`src/rtl/fetch_unit_pkg.sv`:
```
// Shared types and constants for the instruction fetch sequencer.
package fetch_unit_pkg;
  localparam int IP_WIDTH   = 4;
  localparam int LINE_WIDTH = 32;
  localparam int NUM_LINES  = 4;

  // Line value that terminates a program.
  localparam logic [LINE_WIDTH-1:0] END_MARKER = 32'hffffffff;

  typedef enum logic [1:0] {
    FS_IDLE  = 2'd0,
    FS_FETCH = 2'd1,
    FS_HALT  = 2'd2
  } fetch_state_t;
endpackage

```
`src/rtl/fetch_unit_ip_counter.sv`:
```
// Instruction pointer register: load has priority over increment, otherwise hold.
module ip_counter
  import fetch_unit_pkg::*;
#(
  parameter int IW = IP_WIDTH
) (
  input  logic          clk,
  input  logic          nrst,
  input  logic          load,
  input  logic [IW-1:0] load_val,
  input  logic          inc,
  output logic [IW-1:0] pc
);

  // pc update: load a new pointer, step to the next line, or hold
  always_ff @(posedge clk or negedge nrst) begin
    if (!nrst)     pc <= '0;
    else if (load) pc <= load_val;
    else if (inc)  pc <= pc + IW'(1);
  end

endmodule

```
`src/rtl/fetch_unit.sv`:
```
// Instruction fetch sequencer: drives the line memory read port, captures one
// instruction per cycle and stops at the end marker or on a bad jump target.
module fetch_unit
  import fetch_unit_pkg::*;
#(
  parameter int            IW       = IP_WIDTH,
  parameter int            LW       = LINE_WIDTH,
  parameter int            NLINES   = NUM_LINES,
  parameter logic [IW-1:0] START_IP = '0
) (
  input  logic          clk,
  input  logic          nrst,
  input  logic          start,
  input  logic          stall,
  input  logic          jump_valid,
  input  logic [IW-1:0] jump_target,
  output logic          mem_en,
  output logic [IW-1:0] mem_ip,
  input  logic [LW-1:0] mem_line,
  output logic          instr_valid,
  output logic [LW-1:0] instr,
  output logic [IW-1:0] instr_ip,
  output logic          halted,
  output logic          fault
);

  localparam logic [LW-1:0] MARKER = LW'(END_MARKER);

  fetch_state_t  state, state_nxt;
  logic [IW-1:0] pc;
  logic          pc_load, pc_inc;
  logic [IW-1:0] pc_load_val;
  // one-hot-ish event flags for the registered side
  logic          ev_start, ev_jump, ev_fault, ev_end, ev_cap;
  logic          tgt_ok;

  assign tgt_ok = int'(jump_target) <= NLINES;
  assign mem_ip = pc;
  assign mem_en = (state == FS_FETCH) && !stall;

  ip_counter #(.IW(IW)) u_ipc (
    .clk      (clk),
    .nrst     (nrst),
    .load     (pc_load),
    .load_val (pc_load_val),
    .inc      (pc_inc),
    .pc       (pc)
  );

  // Decode this cycle's event in priority order: jump, stall, marker, capture
  always_comb begin
    state_nxt   = state;
    pc_load     = 1'b0;
    pc_load_val = START_IP;
    pc_inc      = 1'b0;
    ev_start    = 1'b0;
    ev_jump     = 1'b0;
    ev_fault    = 1'b0;
    ev_end      = 1'b0;
    ev_cap      = 1'b0;
    case (state)
      FS_IDLE, FS_HALT: begin
        if (start) begin
          ev_start  = 1'b1;
          pc_load   = 1'b1;
          state_nxt = FS_FETCH;
        end
      end
      FS_FETCH: begin
        if (jump_valid) begin
          if (tgt_ok) begin
            ev_jump     = 1'b1;
            pc_load     = 1'b1;
            pc_load_val = jump_target;
          end else begin
            ev_fault  = 1'b1;
            state_nxt = FS_HALT;
          end
        end else if (!stall) begin
          if (mem_line == MARKER) begin
            ev_end    = 1'b1;
            state_nxt = FS_HALT;
          end else begin
            ev_cap = 1'b1;
            pc_inc = 1'b1;
          end
        end
      end
      default: state_nxt = FS_IDLE;
    endcase
  end

  // State register
  always_ff @(posedge clk or negedge nrst) begin
    if (!nrst) state <= FS_IDLE;
    else       state <= state_nxt;
  end

  // Capture register and halt/fault status; stall leaves everything untouched
  always_ff @(posedge clk or negedge nrst) begin
    if (!nrst) begin
      instr       <= '0;
      instr_ip    <= '0;
      instr_valid <= 1'b0;
      halted      <= 1'b0;
      fault       <= 1'b0;
    end else begin
      if (ev_start) begin
        halted <= 1'b0;
        fault  <= 1'b0;
      end
      if (ev_jump || ev_fault || ev_end) instr_valid <= 1'b0;
      if (ev_fault) fault <= 1'b1;
      if (ev_fault || ev_end) halted <= 1'b1;
      if (ev_cap) begin
        instr       <= mem_line;
        instr_ip    <= pc;
        instr_valid <= 1'b1;
      end
    end
  end

endmodule

```
`config.mk`:
```
export PLATFORM = sky130hd
export DESIGN_NAME = fetch_unit
export DESIGN_NICKNAME = d
export VERILOG_FILES = /design/src/rtl/fetch_unit_pkg.sv /design/src/rtl/fetch_unit_ip_counter.sv /design/src/rtl/fetch_unit.sv
export SDC_FILE = /design/constraint.sdc
export NUM_CORES = 1
export LEC_CHECK = 0
export CORE_MARGIN = 8
export CORE_UTILIZATION = 46
export CTS_CLUSTER_DIAMETER = 150
export DETAILED_ROUTE_END_ITERATION = 10
export GPL_ROUTABILITY_DRIVEN = 0
export PLACE_DENSITY = 0.84
export SKIP_CTS_REPAIR_TIMING = 1
export SLEW_MARGIN = 20
export SYNTH_ARGS = -nofsm -noshare
export SYNTH_HDL_FRONTEND = slang
export SYNTH_SLANG_ARGS = --single-unit
export TNS_END_PERCENT = 30
```
`constraint.sdc`:
```
create_clock -name clk -period 5.37 [get_ports clk]
set_clock_uncertainty 0.1 [all_clocks]
set_input_delay 0.537 -clock clk [delete_from_list [all_inputs] [get_ports clk]]
set_output_delay 0.537 -clock clk [all_outputs]
set_load 0.01 [all_outputs]
```
Word-level counts from Yosys, hierarchy flattened:

Cells that the tools add are included.

* add/sub/neg operators: 1
* order comparisons: 1
* equal/unequal tests: 7
* multiplexer cells: 33
* reductions and logical operators: 12

Operators by type and width (count)
* $eq A32 B32 Y1 const B: 1
* $mux W1: 21
* $mux W4: 5
* $mux W2: 5
* $reduce_bool A2 Y1: 4
* $ne A3 B3 Y1 const B: 2
* $add A4 B1 Y4 const B: 1
* $le A4 B3 Y1 const B: 1
* $pmux W2 S2: 1
* $reduce_and A4 Y1: 1
* $logic_or A1 B1 Y1: 3
* $ne A3 B2 Y1 const B: 1
* $eq A2 B1 Y1 const B: 1
* $eq A2 B2 Y1 const B: 1
* $logic_not A2 Y1: 1
* $ne A2 B2 Y1 const B: 1
* $pmux W1 S2: 1
* $reduce_or A2 Y1: 1
* $logic_and A1 B1 Y1: 1
* $logic_not A1 Y1: 1

* register bits: 45
* input bits: 41
* logic and storage cells: 61

Depth between registers and ports, before layout:

Gate-level depths: netlist of run 1.

* depth after elaboration: 8
* gate-level depth with buffers: 5

By module:

A second synthesis of run 1 with hierarchy kept.

* cells, all modules: 144
* area, all modules: 2054.5 sq um

By module, submodules not included
* fetch_unit: times used 1, cells an instance 126, area each 1851.8 sq um, seq. area each 1026.0 sq um
* ip_counter: times used 1, cells an instance 18, area each 202.7 sq um, seq. area each 100.1 sq um

Least setup slack after synthesis of run 1:

No wires, ideal clock.

* kind: input port to flip-flop
* from: input jump_valid
* to: register instr[0]
* library setup time: 0.125 ns
* arrival time: 1.967 ns
* path slack: 3.178 ns
* stages on the path: 5
* path through: or4b_1 -> buf_2 -> a21oi_4 -> buf_6 -> mux2_4

* word-level cells in the longest chain between the ends: 2

Ends and longest elaborated chain
* from (decl): RTL line fetch_unit.sv:15 `input logic jump_valid,`
* $mux W1: RTL line fetch_unit.sv:70 `if (jump_valid) begin`
* $mux W1: RTL line fetch_unit.sv:61 `case (state)`
* to (signal assigned): RTL line fetch_unit.sv:116 `instr <= mem_line;`
* to (decl): RTL line fetch_unit.sv:21 `output logic [LW-1:0] instr,`

Every way passes these cells.
A chain may end at the register's enable or synchronous reset.

Worst setup path after layout of run 1:

* from: input jump_valid
* to: register instr[31]

The elaborated chain is that of the path after synthesis.

==> results of run 1 <==
[through the flow]
stage,instance area (um2),power [mW],std cells,setup slack (ns)
floorplan,2123,0.8942,149,3.178
global placement,2993,1.272,282,1.879
detailed placement,2993,1.289,282,1.830
CTS,3108,1.552,290,2.150
global route,3110,1.616,290,2.037
finish,3110,1.534,290,2.140
[flip-flops by register name, indices dropped and copies added, names as in the netlist]
name	flops
fault	1
halted	1
instr_ip	4
instr_valid	1
u_ipc.pc	4
instr	32
state	2
[final timing paths]
check / cells after the start / endpoint / startpoint
hold reg to reg: 1 / instr_ip[2] / instr_ip[2]
hold / removal: 1 / instr[3] / nrst
max in group asynchronous: 1 / instr[22] / nrst
setup reg to reg: 4 / instr[31] / state[1]
min in group clk: 1 / instr_ip[2] / instr_ip[2]
setup / recovery: 5 / instr[31] / jump_valid
[layout by cell type, fill, tap and decap left out, types with 2 or more instances in the layout]
master           netlist  layout
clkdlybuf4s50_1        0      83
dfrtp_1               45      45
mux2_4                29      29
nand4_1               12      12
mux2_2                 8       8
nor2_1                 7       7
a21oi_1                6       6
clkbuf_8               0       5
nor4b_1                4       4
inv_1                  3       3
nand3_1                3       3
nor4_4                 2       2
o21ai_0                2       2
or4_1                  2       2
nor3_1                 2       2
a31oi_1                2       2
nand2_1                2       2
o21bai_1               2       2
buf_4                  0       2
[final cells by class]
cell class	count	area [um2]
inverter	3	11.26
tap	52	65.06
sequential	45	1126
clock inverter	3	46.29
clock buffer	5	68.82
multi-input combinational	97	947.2
timing repair buffer	85	845.8
fill	315	1304
[metal layers]
metal  wire length (um)  up-vias
li1                   -      739
met1               2296      800
met5                  0        -
met4                 86        0
met3                380       10
met2               2670       61
[power groups by stage]
stage | Combinational [mW] | Clock [mW] | Sequential (mW)
after floorplan | 0.250 | 0 | 0.644
after global placement | 0.689 | 0 | 0.583
after detailed placement | 0.700 | 0 | 0.589
after CTS | 0.704 | 0.260 | 0.588
after global routing | 0.738 | 0.274 | 0.604
final | 0.691 | 0.256 | 0.586
[cell families (layout without fill, tap and decap cells)]
family | Yosys count | count (layout)
compound gates | 17 | 17
fa+ha+maj | 1 | 1
buf+inv | 7 | 96
flops | 45 | 45
mux | 38 | 38
simple gates | 41 | 41
[critical path, stage by stage]
cell	delay, ns
clkdlybuf4s50_1	0.49
or4b_1	0.68
a21oi_4	0.84
buf_4	0.39
mux2_2	0.36
==> results.cfg, run 1 <==
[global_route]
grt_use_met3_pct = 5.664
grt_first_pass_wirelength_mm = 8.997
overflow = 0
met1_usage_pct = 17.92
grt_pass1_vias = 1843
grt_util_all_layers_pct = 15.44
grt.met2_usage_pct = 25.05
grt_antenna_before_repair = 0
grt_busiest_layer = met2
grt_max_degree = 46

[clock_tree]
root_buffer = clkbuf_8
cts.sinks = 45
cts_buffer_depth = 2
cts_tree = done
clock_latency_ns = 0.29
htree_levels = 2
clk_pin_slew_ns = 0.08
cts_buffers = 5

[hold_path]
hold_path_class = input port to asynchronous set/reset pin

[drt]
wl_mm = 5.433
post-route-drc-count = 0
drt_iter0_markers = 103
drt_pass1_iterations = 4
avgViaCountPerCell = 5.552
final_antenna_net_count = 0
via_count = 1610
wl_per_cell_um = 18.73

[yosys]
synthFlopType = dfrtp_1
synth_top_area_share_pct = 53.03
syn_nets = 191
synth_warnings = 0
synth-compound-area-share_pct = 5.539
ys_seq_area_share_pct = 53.03
synth.distinct_cells = 32
synthMuxAreaShare_pct = 25.22
synth_edf_count = 0
synthSimpleGateAreaFrac_pct = 13.26
synth_area_um2 = 2123
synthAdderAreaFrac_pct = 0.5893
synth_common_cells = dfrtp_1 (45), mux2_4 (29), nand4_1 (12), mux2_2 (8), nor2_1 (7)
synth_top_cell_by_area = dfrtp_1
synth-xor-area-share_pct = 0
synth_seq_cells = 45
synth_cells = 149
synth_most_common_cell = dfrtp_1
ys_top_cells_by_area = dfrtp_1 (53%), mux2_4 (21%), mux2_2 (4.2%)
async_reset_ff_share_pct = 100.0
synth_top_family_by_area = multiplexers
synth_area_per_cell_um2 = 14.25

[sta]
post-route-period-util_pct = 60.14
setup_viol = 0
maxSlewViolCount = 0
finalHoldViolCount = 0
worstMarginPinSlew_ns = 1.042
max_freq_mhz = 309.6
worst_slew_margin_rel_pct = 30.40
rsz0062_at_grt = no
fin_crit_ns = 3.230
finalSetupTns_ns = 0
holdWs_ns = 0.1202

[power_and_ir_drop]
cellInternalPower_mw = 1.079
ir_drop_mv = 0.3127
leakage_nw = 1.308
switching_share_pct = 29.63
pwr-share-comb_pct = 45.1
p_sw_uw = 454.4
p_clk_share_pct = 16.7
seqPwrFrac_pct = 38.2
powerDensity_nw_per_um2 = 493.0

[floorplan]
die_w_um = 83.94
die_h_um = 83.94
rows = 24
initial_core_util_pct = 48.10
io_pins = 85
core_um2 = 4414
die_area_um2 = 7046

[final_layout]
insertedDiodeCount = 0
layout-drive-gt1-share_pct = 21.43
postLayoutCoreUtil_pct = 70.46
nets = 279
areaGrowthSynthToFinish_pct = 46.49

[critical_path]
required_ns = 5.46
start_kind = input port
crit_type = input port to flop
end_kind = flop
r2r_slack_ns = 2.46
cp.arrival_ns = 3.32
cp_max_fo = 25

[placed_design]
dp.final_hpwl_mm = 4.170
io_buffer_count = 84

[outcome]
status = finished, final reports clean

[run]
maxCapViolCount = 0
No activity file was read; power rests on OpenSTA's default activity.
==> inputs of run 2 (changes only) <==
--- a/config.mk
+++ b/config.mk
@@ -6,11 +6,11 @@
 export NUM_CORES = 1
 export LEC_CHECK = 0
 export CORE_MARGIN = 8
-export CORE_UTILIZATION = 46
+export CORE_UTILIZATION = 39
 export CTS_CLUSTER_DIAMETER = 150
 export DETAILED_ROUTE_END_ITERATION = 10
 export GPL_ROUTABILITY_DRIVEN = 0
-export PLACE_DENSITY = 0.84
+export PLACE_DENSITY = 0.76
 export SKIP_CTS_REPAIR_TIMING = 1
 export SLEW_MARGIN = 20
 export SYNTH_ARGS = -nofsm -noshare
==> constraint.sdc (replaced) <==
create_clock -name clk -period 2.67 [get_ports clk]
set_clock_uncertainty 0.1 [all_clocks]
set_input_delay 0.267 -clock clk [delete_from_list [all_inputs] [get_ports clk]]
set_output_delay 0.267 -clock clk [all_outputs]
set_load 0.01 [all_outputs]
==> results.cfg, run 2 (same netlist as run 1, synthesis figures left out) <==
[sta]
finalHoldViolCount = 0
post-route-period-util_pct = 79.32
finalSetupTns_ns = 0
worst_slew_margin_rel_pct = 62.22
holdWs_ns = 0.4119
worstMarginPinSlew_ns = 0.5666
max_freq_mhz = 472.2
fin_crit_ns = 2.118
maxSlewViolCount = 0
setup_viol = 0
rsz0062_at_grt = no

[global_route]
overflow = 0
grt_antenna_before_repair = 0
grt_pass1_vias = 1761
grt_util_all_layers_pct = 13.05
grt_max_degree = 46
grt_first_pass_wirelength_mm = 8.700

[power_and_ir_drop]
ir_drop_mv = 0.5216
total_power_mw = 3.058
leakage_nw = 1.335
powerDensity_nw_per_um2 = 962.7

[floorplan]
die_area_um2 = 8061
io_pins = 85
core_um2 = 5371
die_h_um = 89.79
die_w_um = 89.79
initial_core_util_pct = 39.53
rows = 27

[critical_path]
r2r_start = state[1]
cp.arrival_ns = 1.75
cp_max_fo = 8
required_ns = 2.30
end_kind = primary output
ff2ff_path_depth = 4
r2r_end = instr[7]
start_kind = flop
crit_type = flop to primary output
r2r_slack_ns = 0.57

[run]
maxCapViolCount = 0

[placed_design]
dp.final_hpwl_mm = 4.012
io_buffer_count = 84
placed_area_um2 = 3060

[drt]
drt_iter0_markers = 50
wl_mm = 5.233
via_count = 1551
final_antenna_net_count = 0
wl_per_cell_um = 16.67
drt_pass1_iterations = 3
avgViaCountPerCell = 4.939
post-route-drc-count = 0

[final_layout]
max_flop_register = instr
layout-drive-gt1-share_pct = 22.31
reg_top3 = instr: 32 flops, instr_ip: 4 flops, u_ipc.pc: 4 flops
nets = 284
mostFrequentLayoutCell = clkdlybuf4s50_1
insertedDiodeCount = 0
largest_reg_flops = 32
mostFrequentLayoutCells = clkdlybuf4s50_1 (83), dfrtp_1 (45), mux2_4 (29)
areaGrowthSynthToFinish_pct = 49.62
stdcell_area_um2 = 3177
nFillCells = 437

[hold_path]
hold_path_class = input port to asynchronous set/reset pin

[clock_tree]
clk_pin_slew_ns = 0.08
root_buffer = clkbuf_8
clock_latency_ns = 0.29
cts_tree = done
cts_buffers = 5
htree_levels = 2
cts_buffer_depth = 2
cts.sinks = 45

[outcome]
status = finished, final reports clean
==> run 2: how the worst max path moves through the flow <==
stage               startpoint         to  slack (ns)  depth (start not counted)
global route          state[0]     mem_en        0.47                          3
global placement    jump_valid  instr[15]        0.33                          5
finish                state[0]     mem_en        0.55                          3
CTS                   state[0]     mem_en        0.54                          3
floorplan             state[1]   instr[0]        0.63                          5
detailed placement       stall   instr[2]        0.29                          5
==> run 2: worst max-delay path, cell delays in order, from the launching register on <==
cell             delay [ns]
dfrtp_1                0.47
or2b_1                 0.27
nor2_1                 0.13
clkdlybuf4s50_1        0.59
==> run 2: power by group <==
group	switching (mW)	total (mW)	leakage [nW]	internal, mW
registers	0.202	1.18	0.554	0.978
clock network	0.221	0.493	0.0540	0.272
logic	0.459	1.39	0.727	0.926
==> run 2: final cells by class <==
class	count	area [um2]	area share, %
clock buffer	5	68.82	2.166
clock inverter	2	35.03	1.103
inverter	3	11.26	0.3545
multi-input combinational	97	947.2	29.81
sequential	45	1126	35.45
tap	72	90.09	2.836
timing repair buffer	90	898.4	28.28
==> run 2: stage by stage <==
stage / worst slack [ns] / std cells / utilization (%)
2_1_floorplan: 0.6331 / 149 / -
5_1_grt: 0.4684 / 314 / 59.14
4_1_cts: 0.5381 / 313 / 58.91
6_report: 0.5521 / 314 / 59.14
3_5_place_dp: 0.2915 / 306 / 56.98
3_3_place_gp: 0.3340 / 306 / 56.98
==> run 2: per-layer routing <==
| metal | GRT usage, % | vias to the layer above | part of all wire [%] |
|---|---|---|---|
| li1 | - | 750 | - |
| met1 | 15.06 | 745 | 44 |
| met2 | 21.23 | 48 | 47 |
| met3 | 5.320 | 8 | 7.2 |
| met4 | 4.654 | 0 | 1.5 |
| met5 | 0 | - | 0 |
==> inputs of run 3 (changes only) <==
==> constraint.sdc (replaced) <==
create_clock -name clk -period 1.8 [get_ports clk]
set_clock_uncertainty 0.1 [all_clocks]
set_input_delay 0.18 -clock clk [delete_from_list [all_inputs] [get_ports clk]]
set_output_delay 0.18 -clock clk [all_outputs]
set_load 0.01 [all_outputs]
==> results.cfg, run 3 (same netlist as run 1, synthesis figures left out) <==
[run]
maxCapViolCount = 0

[global_route]
grt_antenna_before_repair = 0
grt_pass1_vias = 1805
grt_first_pass_wirelength_mm = 9.066
grt_util_all_layers_pct = 13.66
overflow = 0
grt_max_degree = 22

[critical_path]
slowest_delay_ns = 0.52
end_kind = flop
required_ns = 1.89
slowest_stage = or4b_4
crit_type = flop to flop
ff2ff_path_depth = 5
r2r_end = instr[24]
r2r_start = state[1]
crit_chain = or4b_4, a21oi_4, buf_6, clkbuf_16, mux2_4
cp_max_fo = 9
start_kind = flop
crit_buf_inv = 2
cpLargestDelayFamily = simple AND/OR/NAND/NOR gates
cp.arrival_ns = 2.01
r2r_slack_ns = -0.12

[drt]
post-route-drc-count = 0
drt_iter0_markers = 40
met1_length_mm = 2.549
avgViaCountPerCell = 4.991
wl_per_cell_um = 17.47
wl_met3_um = 470
via_count = 1722
wl_mm = 6.028
wl_met2_mm = 2.924
highest_layer = met4
final_antenna_net_count = 0
drt_pass1_iterations = 4

[final_layout]
largest_reg_flops = 32
fin_cells = 345
stdcell_area_um2 = 3555
max_flop_register = instr
nFillCells = 419
layout-drive-gt1-share_pct = 33.70
insertedDiodeCount = 0
nets = 314
mostFrequentLayoutCells = clkdlybuf4s50_1 (75), dfrtp_1 (45), mux2_4 (36)
areaGrowthSynthToFinish_pct = 67.41
reg_top3 = instr: 32 flops, instr_ip: 4 flops, u_ipc.pc: 4 flops
mostFrequentLayoutCell = clkdlybuf4s50_1

[clock_tree]
clk_pin_slew_ns = 0.09
cts_tree = done
root_buffer = clkbuf_8
cts_buffer_depth = 2
cts_buffers = 5
htree_levels = 2
clock_latency_ns = 0.31
cts.sinks = 45

[placed_design]
io_buffer_count = 84
placed_area_um2 = 3261
dp.final_hpwl_mm = 4.421
place_inst = 331

[hold_path]
min-delay-start = mem_line[26]
hold_path_depth = 2
whs_endpoint = instr[26]
hold_path_class = input port to flop

[power_and_ir_drop]
powerDensity_nw_per_um2 = 1314
leakage_nw = 1.600
ir_drop_mv = 0.7690

[floorplan]
die_w_um = 89.79
core_um2 = 5371
initial_core_util_pct = 39.53
io_pins = 85
die_area_um2 = 8061
die_h_um = 89.79
rows = 27

[outcome]
status = finished with violations
violations = negative setup slack

[sta]
fin_crit_ns = 1.921
setup_viol = 36
post-route-period-util_pct = 106.7
rsz0062_at_grt = yes
setup_ws_ns = -0.1205
worst_slew_margin_rel_pct = 68.20
worstMarginPinSlew_ns = 0.4770
maxSlewViolCount = 0
finalHoldViolCount = 0
max_freq_mhz = 520.7
## run 3: final cells by class
class	count	area (um2)	share of cell area [%]
Clock inverter	3	22.52	0.6336
Sequential cell	45	1126	31.68
Tap cell	72	90.09	2.534
Timing Repair Buffer	120	1217	34.25
Inverter	3	11.26	0.3168
Clock buffer	5	68.82	1.936
Multi-Input combinational cell	97	1018	28.65
## run 3: how the worst max path moves through the flow
stage / startpoint / cells after the start / end / slack [ns]
after global placement: jump_valid / 5 / instr[18] / -0.42
final: state[1] / 5 / instr[24] / -0.12
after global routing: state[1] / 5 / instr[22] / -0.16
after detailed placement: jump_valid / 5 / instr[17] / -0.43
after floorplan: state[1] / 5 / instr[0] / -0.21
after CTS: state[1] / 4 / mem_en / -0.29
## run 3: metrics by stage
| stage | worst slack (ns) | utilization [%] | power (mW) | TNS (ns) | hold slack [ns] |
|---|---|---|---|---|---|
| 2_1_floorplan | -0.2095 | - | 2.671 | -6.459 | -0.2156 |
| 3_3_place_gp | -0.4245 | 60.70 | 3.884 | -16.02 | 0.06055 |
| 3_5_place_dp | -0.4282 | 60.70 | 3.937 | -16.41 | 0.05911 |
| 4_1_cts | -0.2875 | 62.40 | 4.597 | -5.519 | -0.2714 |
| 5_1_grt | -0.1600 | 66.18 | 4.928 | -4.563 | 0.05417 |
| 6_report | -0.1205 | 66.18 | 4.670 | -3.088 | 0.05896 |
## run 3: report_power, final
part / internal [mW] / switching, mW / leakage (nW)
Combinational: 1.52 / 0.762 / 1.01
Clock: 0.273 / 0.374 / 0.0364
Sequential: 1.45 / 0.291 / 0.554
Total: 3.24 / 1.43 / 1.60
## run 3: routing by layer
metal  track usage (%)  vias up
met2             21.35       58
met1             16.32      843
met4             5.078        0
li1                  -      812
met3             5.736        9
met5                 0        -
## run 3: worst reg2reg max path: stages, from the launching register on
cell and delay (ns):
dfrtp_1 0.40, or4b_4 0.52, a21oi_4 0.17, buf_6 0.15
clkbuf_16 0.17, mux2_4 0.30
==> patch 1, RTL diff (config.mk and constraints of run 1) <==
Put one more register stage on the output `fault`, with the module's reset. The value now appears one clock later. The other outputs are not delayed to match.
--- a/src/rtl/fetch_unit.sv
+++ b/src/rtl/fetch_unit.sv
@@ -27,2 +27,4 @@
   localparam logic [LW-1:0] MARKER = LW'(END_MARKER);
+
+  logic fault_s0;
 
@@ -105,3 +107,3 @@
       halted      <= 1'b0;
-      fault       <= 1'b0;
+      fault_s0    <= 1'b0;
     end else begin
@@ -109,6 +111,6 @@
         halted <= 1'b0;
-        fault  <= 1'b0;
+        fault_s0 <= 1'b0;
       end
       if (ev_jump || ev_fault || ev_end) instr_valid <= 1'b0;
-      if (ev_fault) fault <= 1'b1;
+      if (ev_fault) fault_s0 <= 1'b1;
       if (ev_fault || ev_end) halted <= 1'b1;
@@ -122,2 +124,10 @@
 
+  always_ff @(posedge clk or negedge nrst) begin
+    if (!nrst) begin
+      fault <= '0;
+    end else begin
+      fault <= fault_s0;
+    end
+  end
+
 endmodule
Function: changed (Yosys sat finds a counterexample within 4 cycles, from zero or initial values and one cycle with nrst low).
==> patch 1 against run 1 <==
- design area is 1.5% lower
- cell count fell by 1.0%
- fmax increased by 25%
- sequential cell count up 1
- wire length fell by 2.3%
- die area shrank 1.1%
- count of clock-buffer cells in the layout rose by 1
- setup slack better by 0.64 ns
- clock power decreased by 13%
- first-iteration DRC count fell by 23%
- via count fell by 3.0%
- power is 3.6% lower
- area after synthesis fell by 1.4%
- critical path depth is the same
- critical path type unchanged
- critical endpoint unchanged
==> patch 1: results (changes against run 1) <==
- Status: completed
- M3 GR Usage: 0.0361 (-0.0205)
- Post-Syn Nets: 188 (-1.6%)
- Worst IR Drop VDD: 0.274 mV (-12%)
- Met1 WL: 2120 um (-7.6%)
- Area Growth Syn to Fin: 46.2%
- Number of global-route vias before repair: 1,681 (-8.8%)
- P_leak: 1.29 nW (-1.4%)
- Period Utilization, post-route: 0.481 (-0.120)
- Grt met1 use: 0.174 (-0.00550)
- Synthesized area per cell: 14.3 um2 (+0.67%)
- Final nets: 276 (-1.1%)
- Worst-path cell with the longest stage delay: or4b_4
- WL met3: 250 um (-34%)
- FF-to-FF setup slack: 3.10 ns (+0.64 ns)
- Worst Path Max Fanout: 37 (+48%)
- Setup slack at placement: 2.48 ns (+0.650 ns)
- Switching Fraction: 0.304 (+0.00806)
- Crit-path max cell delay: 0.61 ns (-0.23 ns)
- Layout Cells excl Fill: 287 (-1.0%)
- Slew HR: 0.476 (+0.172)
- Largest net degree at the start of global routing: 47 (+2.2%)
- Placed cell areas: 0.00297 mm2 (-0.92%)
- Final HPWL DP: 4090 um (-1.9%)
- WP data arrival: 2.67 ns (-0.65 ns)
-- patch 1: layout make-up --
cell class,instances,area share
tap,52,0.0212
clock buffer,6,0.0270
clock inverter,2,0.00408
timing repair buffer,85,0.276
sequential,46,0.376
inverter,2,0.00245
multi-input combinational,94,0.293
-- patch 1: logic make-up (layout without fill, tap and decap cells) --
group / count (synthesis) / after routing / share of synthesized area
adders and majority gates: 1 / 1 / 0.00597
DFF: 46 / 46 / 0.550
muxes: 38 / 38 / 0.239
buffers and inverters: 6 / 95 / 0.0215
and+or+nand+nor: 38 / 38 / 0.122
AOI/OAI and AO/OA: 17 / 17 / 0.0621
-- patch 1: power groups by stage --
stage / sequential (W) / clock, W / combinational, W
after floorplan: 0.000655 / 0 / 0.000221
after global placement: 0.000594 / 0 / 0.000661
after detailed placement: 0.000597 / 0 / 0.000672
after CTS: 0.000594 / 0.000230 / 0.000674
after global routing: 0.000613 / 0.000244 / 0.000703
final: 0.000594 / 0.000223 / 0.000661
==> patch 2, RTL diff (flow settings as in run 1) <==
Made on the original files. Set the package constant `LINE_WIDTH` to 48 (it was 32).
--- a/src/rtl/fetch_unit_pkg.sv
+++ b/src/rtl/fetch_unit_pkg.sv
@@ -3,3 +3,3 @@
   localparam int IP_WIDTH   = 4;
-  localparam int LINE_WIDTH = 32;
+  localparam int LINE_WIDTH = 48;
   localparam int NUM_LINES  = 4;
Interface: changed (resized instr and mem_line); port bits go from 85 to 117. No check against the original RTL was run, so the function may have changed too.
==> patch 2 against run 1 <==
- critical path depth is 1 higher
- power is 41% higher
- highest routed layer unchanged
- sequential cell count is 16 higher
- sequential share of layout area is 2.3 points higher
- global-route usage is 1.9 points higher
- wire length is 25% higher
- clock power is 64% higher
- area after synthesis is 20% higher
- design area is 27% higher
- non-clock buffer count is 34 higher
- setup slack better by 0.24 ns
==> patch 2: results (changes against run 1) <==
- Post-Syn Nets: 234 (+23%)
- Met2 WL post-DR: 3340 um (+25%)
- Multi-input gate count: 107 (+10%)
- WL met3: 510 um (+34%)
- Worst Setup SP: mem_line[37]
- FF-to-FF setup slack: 2.93 ns (+0.47 ns)
- Max H-tree Level: 3 (+1)
- Slew @ Worst Pin: 0.747 ns (-0.295 ns)
- # port buffers: 116 (+38%)
- Grt met1 use: 0.196 (+0.0171)
- Multi-input combinational cell area: 950 um2 (+0.26%)
- Clock-pin slew on the worst setup and hold paths: 0.06 ns (-0.02 ns)
- Sw power: 0.000637 W (+40%)
- Final HPWL DP: 5280 um (+27%)
- Largest regs: instr: 48 flops, instr_ip: 4 flops, u_ipc.pc: 4 flops
- Largest net degree at the start of global routing: 62 (+35%)
- Worst skew pair latency: 0.32 ns (+0.03 ns)
- P_leak: 1.65 nW (+26%)
- Non-clock buffers: 119 (+40%)
- Number of global-route vias before repair: 2,112 (+15%)
- Avg Vias per Cell: 5.08 (-8.5%)
- Reg2reg end: u_ipc.pc[3]$_DFFE_PN0P_
- Mux cell area share after synthesis: 0.230 (-0.0220)
- Placed cells: 361 (+28%)
- First-pass GRT wire length: 11,200 um (+24%)
- Distinct cells, synth: 36 (+13%)
- Share of cells above drive strength 1: 0.233 (+0.0185)
- Number of synthesized register bits: 61 (+36%)
- Synthesized area per cell: 14.4 um2 (+1.2%)
- GRT Resource Usage Total: 0.173 (+0.0186)
- Synth Area in Compound Gates: 0.0513 (-0.00414)
- Setup slack at placement: 2.03 ns (+0.202 ns)
- Crit-path max cell delay: 0.59 ns (-0.25 ns)
- Status: completed
- Clock network area share: 0.0533 (+0.0163)
- Worst IR Drop VDD: 0.348 mV (+11%)
- Non-clock buffer share: 0.297 (+0.0254)
- Vias: 1,915 (+19%)
- Initial DRC count: 60 (-42%)
- Fillcell total: 388 (+23%)
- Largest cells by area after synthesis: dfrtp_1, mux2_2, buf_6
- Non-Clock Inverter Count: 2 (-1)
- WP data arrival: 3.10 ns (-0.22 ns)
- XOR/XNOR Fraction of Synth Area: 0.00345 (+0.00345)
- GRT met2 Usage: 0.284 (+0.0335)
- Synth Area in Adders: 0.00493 (-0.000964)
- Commonest cells post-synth: dfrtp_1, mux2_2, nand2_1
-- patch 2: cell count changes in the layout (fill, tap and decap cells not counted), moves of 4 or more --
| cell | change |
|---|---|
| a21oi_1 | -4 |
| clkbuf_8 | +7 |
| clkdlybuf4s50_1 | +32 |
| dfrtp_1 | +16 |
| mux2_2 | +41 |
| mux2_4 | -29 |
| nand2_1 | +8 |
| nand4_1 | -5 |
-- patch 2: per-stage QoR --
| stage | instance area, um2 | hold WS, ns |
|---|---|---|
| after floorplan | 2540 | 0.141 |
| after global placement | 3750 | 0.363 |
| after detailed placement | 3750 | 0.367 |
| after CTS | 3960 | 0.284 |
| after global routing | 3960 | 0.335 |
| final | 3960 | 0.260 |
-- patch 2: power by group through the flow --
stage,clock network (W),registers (W),logic [W]
after global placement,0,0.000795,0.000931
after global routing,0.000448,0.000831,0.00100
after detailed placement,0,0.000808,0.000955
after CTS,0.000428,0.000801,0.000958
after floorplan,0,0.000899,0.000289
final,0.000419,0.000801,0.000938
